**src/rtl/read_return_arbiter.sv**
```systemverilog
// read_return_arbiter
// Picks one slave read burst at a time by round-robin and routes it to the
// master encoded in the upper ID bits. A slave is only eligible when the
// ordering FIFO for its {trans_id, master} names it as the next slave to
// return. One FIFO entry is popped per completed burst. The R datapath mux
// lives in the crossbar; this block only drives its selects and grants.
module read_return_arbiter #(
    parameter int M                     = 2,
    parameter int S                     = 2,
    parameter int NUM_OUTSTANDING_TRANS = 2,
    localparam int MW  = $clog2(M),
    localparam int SW  = $clog2(S),
    localparam int TW  = $clog2(NUM_OUTSTANDING_TRANS),
    localparam int IDW = MW + TW,
    localparam int NK  = M * NUM_OUTSTANDING_TRANS
) (
    input  logic                clk,
    input  logic                clr,
    input  logic [S-1:0]        R_request_f,
    input  logic [S*IDW-1:0]    R_id_f,
    input  logic [S-1:0]        R_valid_f,
    input  logic [S-1:0]        R_last_f,
    input  logic [M-1:0]        R_ready_f,
    input  logic [NK*SW-1:0]    ord_sel_f,
    input  logic [NK-1:0]       ord_empty_f,
    output logic [NK-1:0]       ord_pop_f,
    output logic [S-1:0]        R_grant_f,
    output logic [SW-1:0]       R_slv_sel,
    output logic [MW-1:0]       R_mst_sel,
    output logic                R_active
);

    localparam int KW = (NK > 1) ? $clog2(NK) : 1;

    localparam logic [0:0] ST_IDLE  = 1'b0;
    localparam logic [0:0] ST_GRANT = 1'b1;

    logic [0:0]    state;
    logic [SW-1:0] ptr;

    // Registered at grant time; routing and the pop use these, never the live ID.
    logic [SW-1:0] g_reg;
    logic [MW-1:0] mst_reg;
    logic [KW-1:0] k_reg;

    logic [SW-1:0] ord_head [NK];
    logic [MW-1:0] id_mst   [S];
    logic [TW-1:0] id_trn   [S];
    logic [KW-1:0] id_k     [S];
    logic [S-1:0]  id_ok;
    logic [S-1:0]  elig;

    logic          found;
    logic [SW-1:0] pick;
    logic [SW-1:0] cand;
    logic [SW-1:0] next_ptr;
    logic          beat_hs;
    logic          last_hs;

    // Unpack the ordering FIFO heads into one entry per k.
    for (genvar k = 0; k < NK; k++) begin : g_head
        assign ord_head[k] = ord_sel_f[k*SW +: SW];
    end

    // Per-slave ID decode and eligibility against the ordering FIFO head.
    // Out-of-range master or trans fields make the slave ineligible, which
    // also keeps the k lookup inside the FIFO array.
    for (genvar i = 0; i < S; i++) begin : g_elig
        assign id_mst[i] = R_id_f[i*IDW+TW +: MW];
        assign id_trn[i] = R_id_f[i*IDW +: TW];
        assign id_ok[i]  = (int'(id_mst[i]) < M) &&
                           (int'(id_trn[i]) < NUM_OUTSTANDING_TRANS);
        assign id_k[i]   = KW'(int'(id_trn[i]) * M + int'(id_mst[i]));
        assign elig[i]   = R_request_f[i] && id_ok[i] &&
                           !ord_empty_f[id_k[i]] &&
                           (ord_head[id_k[i]] == SW'(i));
    end

    // Round-robin search: first eligible slave at ptr, ptr+1, ... mod S.
    always_comb begin
        found = 1'b0;
        pick  = '0;
        cand  = '0;
        for (int n = 0; n < S; n++) begin
            cand = SW'((int'(ptr) + n) % S);
            if (!found && elig[cand]) begin
                found = 1'b1;
                pick  = cand;
            end
        end
    end

    assign R_active = (state == ST_GRANT);
    assign beat_hs  = R_active && R_valid_f[g_reg] && R_ready_f[mst_reg];
    // A burst completing in a reset cycle is abandoned, so it never pops.
    assign last_hs  = beat_hs && R_last_f[g_reg] && !clr;
    assign next_ptr = (g_reg == SW'(S - 1)) ? '0 : g_reg + SW'(1);

    // Control FSM: grant on a successful search, release on the last handshake.
    always_ff @(posedge clk) begin
        if (clr) begin
            state <= ST_IDLE;
            ptr   <= '0;
        end else begin
            case (state)
                ST_IDLE: begin
                    if (found) begin
                        state <= ST_GRANT;
                    end
                end
                ST_GRANT: begin
                    if (last_hs) begin
                        state <= ST_IDLE;
                        ptr   <= next_ptr;
                    end
                end
                default: state <= ST_IDLE;
            endcase
        end
    end

    // Capture the winner and its routing info; only meaningful while granted.
    always_ff @(posedge clk) begin
        if (state == ST_IDLE && found) begin
            g_reg   <= pick;
            mst_reg <= id_mst[pick];
            k_reg   <= id_k[pick];
        end
    end

    // One-hot grant towards the slaves.
    always_comb begin
        R_grant_f = '0;
        if (R_active) begin
            R_grant_f[g_reg] = 1'b1;
        end
    end

    assign R_slv_sel = R_active ? g_reg : '0;
    assign R_mst_sel = R_active ? mst_reg : '0;

    // Single-cycle pop of the ordering FIFO that owned the finished burst.
    always_comb begin
        ord_pop_f = '0;
        if (last_hs) begin
            ord_pop_f[k_reg] = 1'b1;
        end
    end

endmodule

```
**config.mk**
```make
export PLATFORM = sky130hd
export DESIGN_NAME = read_return_arbiter
export DESIGN_NICKNAME = d
export VERILOG_FILES = /design/src/rtl/read_return_arbiter.sv
export SDC_FILE = /design/constraint.sdc
export NUM_CORES = 1
export LEC_CHECK = 0
export BUFFER_PORTS_ARGS = -buffer_cell sky130_fd_sc_hd__buf_2
export CAP_MARGIN = 20
export CORE_AREA = 2 2 39 41
export DETAILED_ROUTE_END_ITERATION = 7
export DIE_AREA = 0 0 41 43
export GPL_ROUTABILITY_DRIVEN = 1
export HOLD_SLACK_MARGIN = 0.06
export PLACE_DENSITY = 0.61
export SYNTH_ARGS = -nofsm -noshare
export SYNTH_HDL_FRONTEND = slang
export SYNTH_SLANG_ARGS = --single-unit
```
**constraint.sdc**
```tcl
create_clock -name clk -period 3.9 [get_ports clk]
set_clock_uncertainty 0.1 [all_clocks]
set_input_delay 0.585 -clock clk [delete_from_list [all_inputs] [get_ports clk]]
set_output_delay 0.585 -clock clk [all_outputs]
set_load 0.02 [all_outputs]
```
==> impl_metrics.ini, run 1 <==
[routing]
dr_wl_met3_um = 108
met1_length_um = 343
drc = 0
drt_iter0_drc = 4
routed_wl_um = 906
wl_per_cell_um = 10.1
firstDrtPassIters = 4
vias_per_cell = 4.84
dr.max_layer_used = met4
route.met2.wl_um = 434
ant_nets = 0
vias = 436

[flow_run]
maxCapViolCount = 0

[final_layout]
drive_above_1_share = 0.527
fin_nets = 97
n_antenna_cell = 0
area_growth_pct = 45.1
largest_reg_flops = 2

[floorplanning]
fp.dieW_um = 41
die_y_um = 43
core_mm2 = 0.00138
placement_rows = 14
start_util = 0.303
pin_count = 31
fp.dieArea_mm2 = 0.00176

[timing]
finalSetupTns_ps = 0
setup_violations = 0
rsz0062_at_grt = no
hold_viol_final = 0
max_slew_margin = 0.596
worstMarginPinSlew_ps = 602
max_freq_ghz = 0.397
fin_ws_ps = 1380
fin_crit_ps = 2520
slew_viol_final = 0
min_period_over_period = 0.646

[cts]
cts-htree-levels = 1
cts_tree = done
clock_latency_ps = 240
post_cts_buffers = 0
clockRootBuffer = clkbuf_4
clockBufferDepth = 2
cts_sinks = 5
ctsHoldBuffers = 0
clk_transition_reported_paths_ps = 40
cts_resized = 0
cts_buffers = 3

[placement]
portBuffers = 30
place_hpwl_um = 771
place_ws_ps = 1430
place_congestion = 0.727

[synthesis]
synth_common_cells = nor2_1, a211oi_1, edfxtp_1, inv_1, or2_1
yosys_warnings = 0
synth.distinct_cells = 25
synth-edff-count = 3
ys_seq_area_frac = 0.310
synth_most_common_cell = nor2_1
synthTopCellsByArea = edfxtp_1, mux4_2, dfxtp_1
syn_avg_cell_area_um2 = 10.2
syn_nets = 63
synth_area_um2 = 419
syn_inst = 41
yosys.area.top_type = edfxtp_1
async_flop_share = 0
ys_seq_elements = 5
synth.top_cell.area_share = 0.215
synth_ff_type = edfxtp_1

[critical_path]
path_delay_family = compound AO/OA/AOI/OAI gates
cp_max_fo = 6
r2r_slack_ps = 2190
crit_required_ps = 3210
cp_num_buf_inv = 1
cp-end-kind = output port
worst-setup-path-type = reg -> out
worstPathArrival_ps = 1840
cpPeakStageDelay_ps = 560
cp_slowest_cell = a211oi_1
critPathLaunchType = register
crit_chain = nand3b_1 > a211oi_1 > and3b_1 > buf_2

[power_and_ir_drop]
peakVddDrop_v = 0.0000930
p_seq_frac = 0.389
power_density_mw_per_mm2 = 274
p_leak_nw = 0.300
p_clk_frac = 0.360
switching_share = 0.269
p_comb_frac = 0.251
p_int_mw = 0.122
p_switching_mw = 0.0449

[global_routing]
grt_max_degree = 7
grt-ovfl-total = 0
antenna_found_initial = 0
grt_pass1_wl_um = 1360
grtUsageTotal = 0.118
grt_pass1_vias = 399

[run_status]
status = finished, final reports clean

[min_path]
hold_path.class = in -> reg
-- cell usage in the layout (no fill, tap or decap) --
| cell type | instances |
|---|---|
| nand2b_1 | 1 |
| or2_1 | 3 |
| nor4bb_1 | 1 |
| nor2_1 | 4 |
| nand3b_1 | 1 |
| buf_2 | 30 |
| nand2_1 | 1 |
| edfxtp_1 | 3 |
| mux2_2 | 2 |
| clkbuf_1 | 1 |
| nand3_1 | 1 |
| mux4_2 | 2 |
| and2b_1 | 2 |
| and3b_1 | 1 |
| and3_1 | 1 |
| o311ai_4 | 1 |
| a2bb2oi_1 | 1 |
| a21oi_1 | 1 |
| nor2b_1 | 1 |
| a211oi_1 | 3 |
| mux2i_1 | 1 |
| dfxtp_1 | 2 |
| inv_1 | 3 |
| clkbuf_4 | 3 |
| or2_0 | 1 |
| and2_1 | 2 |
| and2b_2 | 1 |
-- cell type report --
class | count | area [µm²]
fill | 143 | 776
multi-input combinational | 32 | 270
timing repair buffer | 30 | 150
sequential | 5 | 130
clock buffer | 4 | 26.3
tap | 16 | 20.0
inverter | 3 | 11.3
-- power by group through the flow --
stage	clock network [mW]	registers (mW)	logic, mW
2_1_floorplan	0	0.0659	0.0241
3_3_place_gp	0	0.0657	0.0419
3_5_place_dp	0	0.0659	0.0422
4_1_cts	0.0618	0.0650	0.0424
5_1_grt	0.0665	0.0654	0.0465
6_report	0.0600	0.0649	0.0419
-- path summary, 6_finish.rpt --
check	startpoint	to	depth (start not counted)
setup / recovery	g_reg	ord_pop_f[2]	4
hold / removal	clr	R_active	2
setup reg to reg	g_reg	ptr	4
hold reg to reg	ptr	ptr	2
-- metal layers --
metal  vias to the layer above  track usage
met5                         -            0
li1                        216            -
met2                        33        0.206
met1                       185       0.0888
met3                         2       0.0471
met4                         0        0.100
-- cell families (layout without fill, tap and decap cells) --
kind of cell           count (synthesis)  in the layout  share of synthesized area
AO/OA/AOI/OAI                          6              6                      0.149
buffers and inverters                  4             37                     0.0448
flip-flops                             5              5                      0.310
multiplexers                           5              5                      0.185
AND/OR/NAND/NOR                       21             21                      0.310
-- worst reg2reg max path: cells and delay by family (launching register included) --
family	cells	cell delay, ps
compound gates	2	800
flops	1	440
simple gates	2	290
-- metrics by stage --
step | instance area (µm²) | total power, mW | hold WS [ps] | std cells | util
3_5_place_dp | 582 | 0.108 | 431 | 86 | 0.420
6_report | 608 | 0.167 | 429 | 90 | 0.439
3_3_place_gp | 582 | 0.108 | 439 | 86 | 0.420
5_1_grt | 608 | 0.178 | 423 | 90 | 0.439
2_1_floorplan | 419 | 0.0900 | 382 | 41 | -
4_1_cts | 608 | 0.169 | 426 | 90 | 0.439
Power figures use the tool's default switching activity.
==> run 2, diff against run 1 <==
==> constraint.sdc (replaced) <==
create_clock -name clk -period 2.5 [get_ports clk]
set_clock_uncertainty 0.1 [all_clocks]
set_input_delay 0.375 -clock clk [delete_from_list [all_inputs] [get_ports clk]]
set_output_delay 0.375 -clock clk [all_outputs]
set_load 0.02 [all_outputs]
==> impl_metrics.ini, run 2 (synthesized netlist as in run 1, its figures left out) <==
[placement]
placed_area_um2 = 589
portBuffers = 30
dp.cells = 87
place_hpwl_um = 754
place_congestion = 0.731
place_ws_ps = 279

[timing]
slew_viol_final = 0
fin_ws_ps = 381
max_slew_margin = 0.818
max_freq_ghz = 0.472
timing.hold.ws_ps = 216
worstMarginPinSlew_ps = 273
rsz0062_at_grt = no
finalSetupTns_ps = 0
hold_viol_final = 0
fin_crit_ps = 2120
setup_violations = 0
min_period_over_period = 0.847

[final_layout]
regArea_um2 = 130
drive_above_1_share = 0.533
finalNonFillerCells = 91
area_growth_pct = 46.9
final_area_um2 = 616
fin_nets = 98
n_antenna_cell = 0
final_common_cell = buf_2
final_cell_mix = buf_2, nor2_1
multi_input_comb_area_um2 = 270
fillers = 136
largest_reg_flops = 2

[floorplanning]
pin_count = 31
core_mm2 = 0.00138
fp.dieW_um = 41
placement_rows = 14
start_util = 0.303
fp.dieArea_mm2 = 0.00176
die_y_um = 43

[power_and_ir_drop]
power_density_mw_per_mm2 = 420
peakVddDrop_v = 0.000166
p_leak_nw = 0.306

[critical_path]
r2r_cells = 5
cp-end-kind = output port
worst-setup-path-type = reg -> out
r2r_slack_ps = 970
rr_startpoint = g_reg
cp_max_fo = 6
worstPathArrival_ps = 1640
crit_required_ps = 2030
r2r_end = ptr
critPathLaunchType = register

[cts]
clk_transition_reported_paths_ps = 50
cts_sinks = 5
cts_resized = 0
clockBufferDepth = 2
cts-htree-levels = 1
cts_tree = done
clockRootBuffer = clkbuf_4
ctsHoldBuffers = 0
post_cts_buffers = 0
cts_buffers = 3
clock_latency_ps = 240

[routing]
wl_per_cell_um = 9.82
drc = 0
firstDrtPassIters = 4
drt_iter0_drc = 4
vias_per_cell = 4.65
ant_nets = 0
routed_wl_um = 894
vias = 423

[global_routing]
antenna_found_initial = 0
grt_pass1_vias = 379
grt_pass1_wl_um = 1340
grt_max_degree = 7
grt-ovfl-total = 0
grtUsageTotal = 0.114

[min_path]
hold_path.class = in -> reg
min_path_cells = 2
hp-start = clr
min_to = R_active

[flow_run]
maxCapViolCount = 0

[run_status]
status = finished, final reports clean
## run 2: power by group
part	switching [mW]	internal, mW	total (mW)
clock	0.0315	0.0602	0.0918
combinational	0.0304	0.0353	0.0657
sequential	0.00655	0.0947	0.101
total	0.0685	0.190	0.259
## run 2: worst max-delay path: stages (launching register included)
cell and delay, ps:
edfxtp_1 440, nand3b_1 220, a211oi_1 260, buf_4 180
and3b_1 160, buf_2 160
## run 2: worst max path at each step
stage / start / end / slack (ps) / cells past startpoint
6_report: g_reg / ord_pop_f[2] / 380 / 5
5_1_grt: g_reg / ord_pop_f[1] / 290 / 6
4_1_cts: g_reg / ord_pop_f[2] / 390 / 5
3_5_place_dp: ord_empty_f[3] / k_reg[0] / 280 / 5
3_3_place_gp: ord_empty_f[3] / k_reg[1] / 310 / 5
2_1_floorplan: ord_empty_f[3] / k_reg[0] / 460 / 4
## run 2: through the flow
| stage | power, mW | util |
|---|---|---|
| floorplan | 0.140 | - |
| global placement | 0.168 | 0.426 |
| detailed placement | 0.169 | 0.426 |
| CTS | 0.262 | 0.445 |
| global route | 0.277 | 0.445 |
| finish | 0.259 | 0.445 |
## run 2: area by class of cell
| cell class | instances | area share |
|---|---|---|
| clock buffers | 4 | 0.0427 |
| well taps | 16 | 0.0325 |
| flip-flops and latches | 5 | 0.211 |
| inverters | 3 | 0.0183 |
| repair buffers | 31 | 0.256 |
| multi-input cells | 32 | 0.439 |
## run 2: routing by layer
layer / wire length (µm) / global-route usage
met1: 352 / 0.105
met2: 440 / 0.203
met3: 101 / 0.0209
met4: 0 / 0.0800
met5: 0 / 0
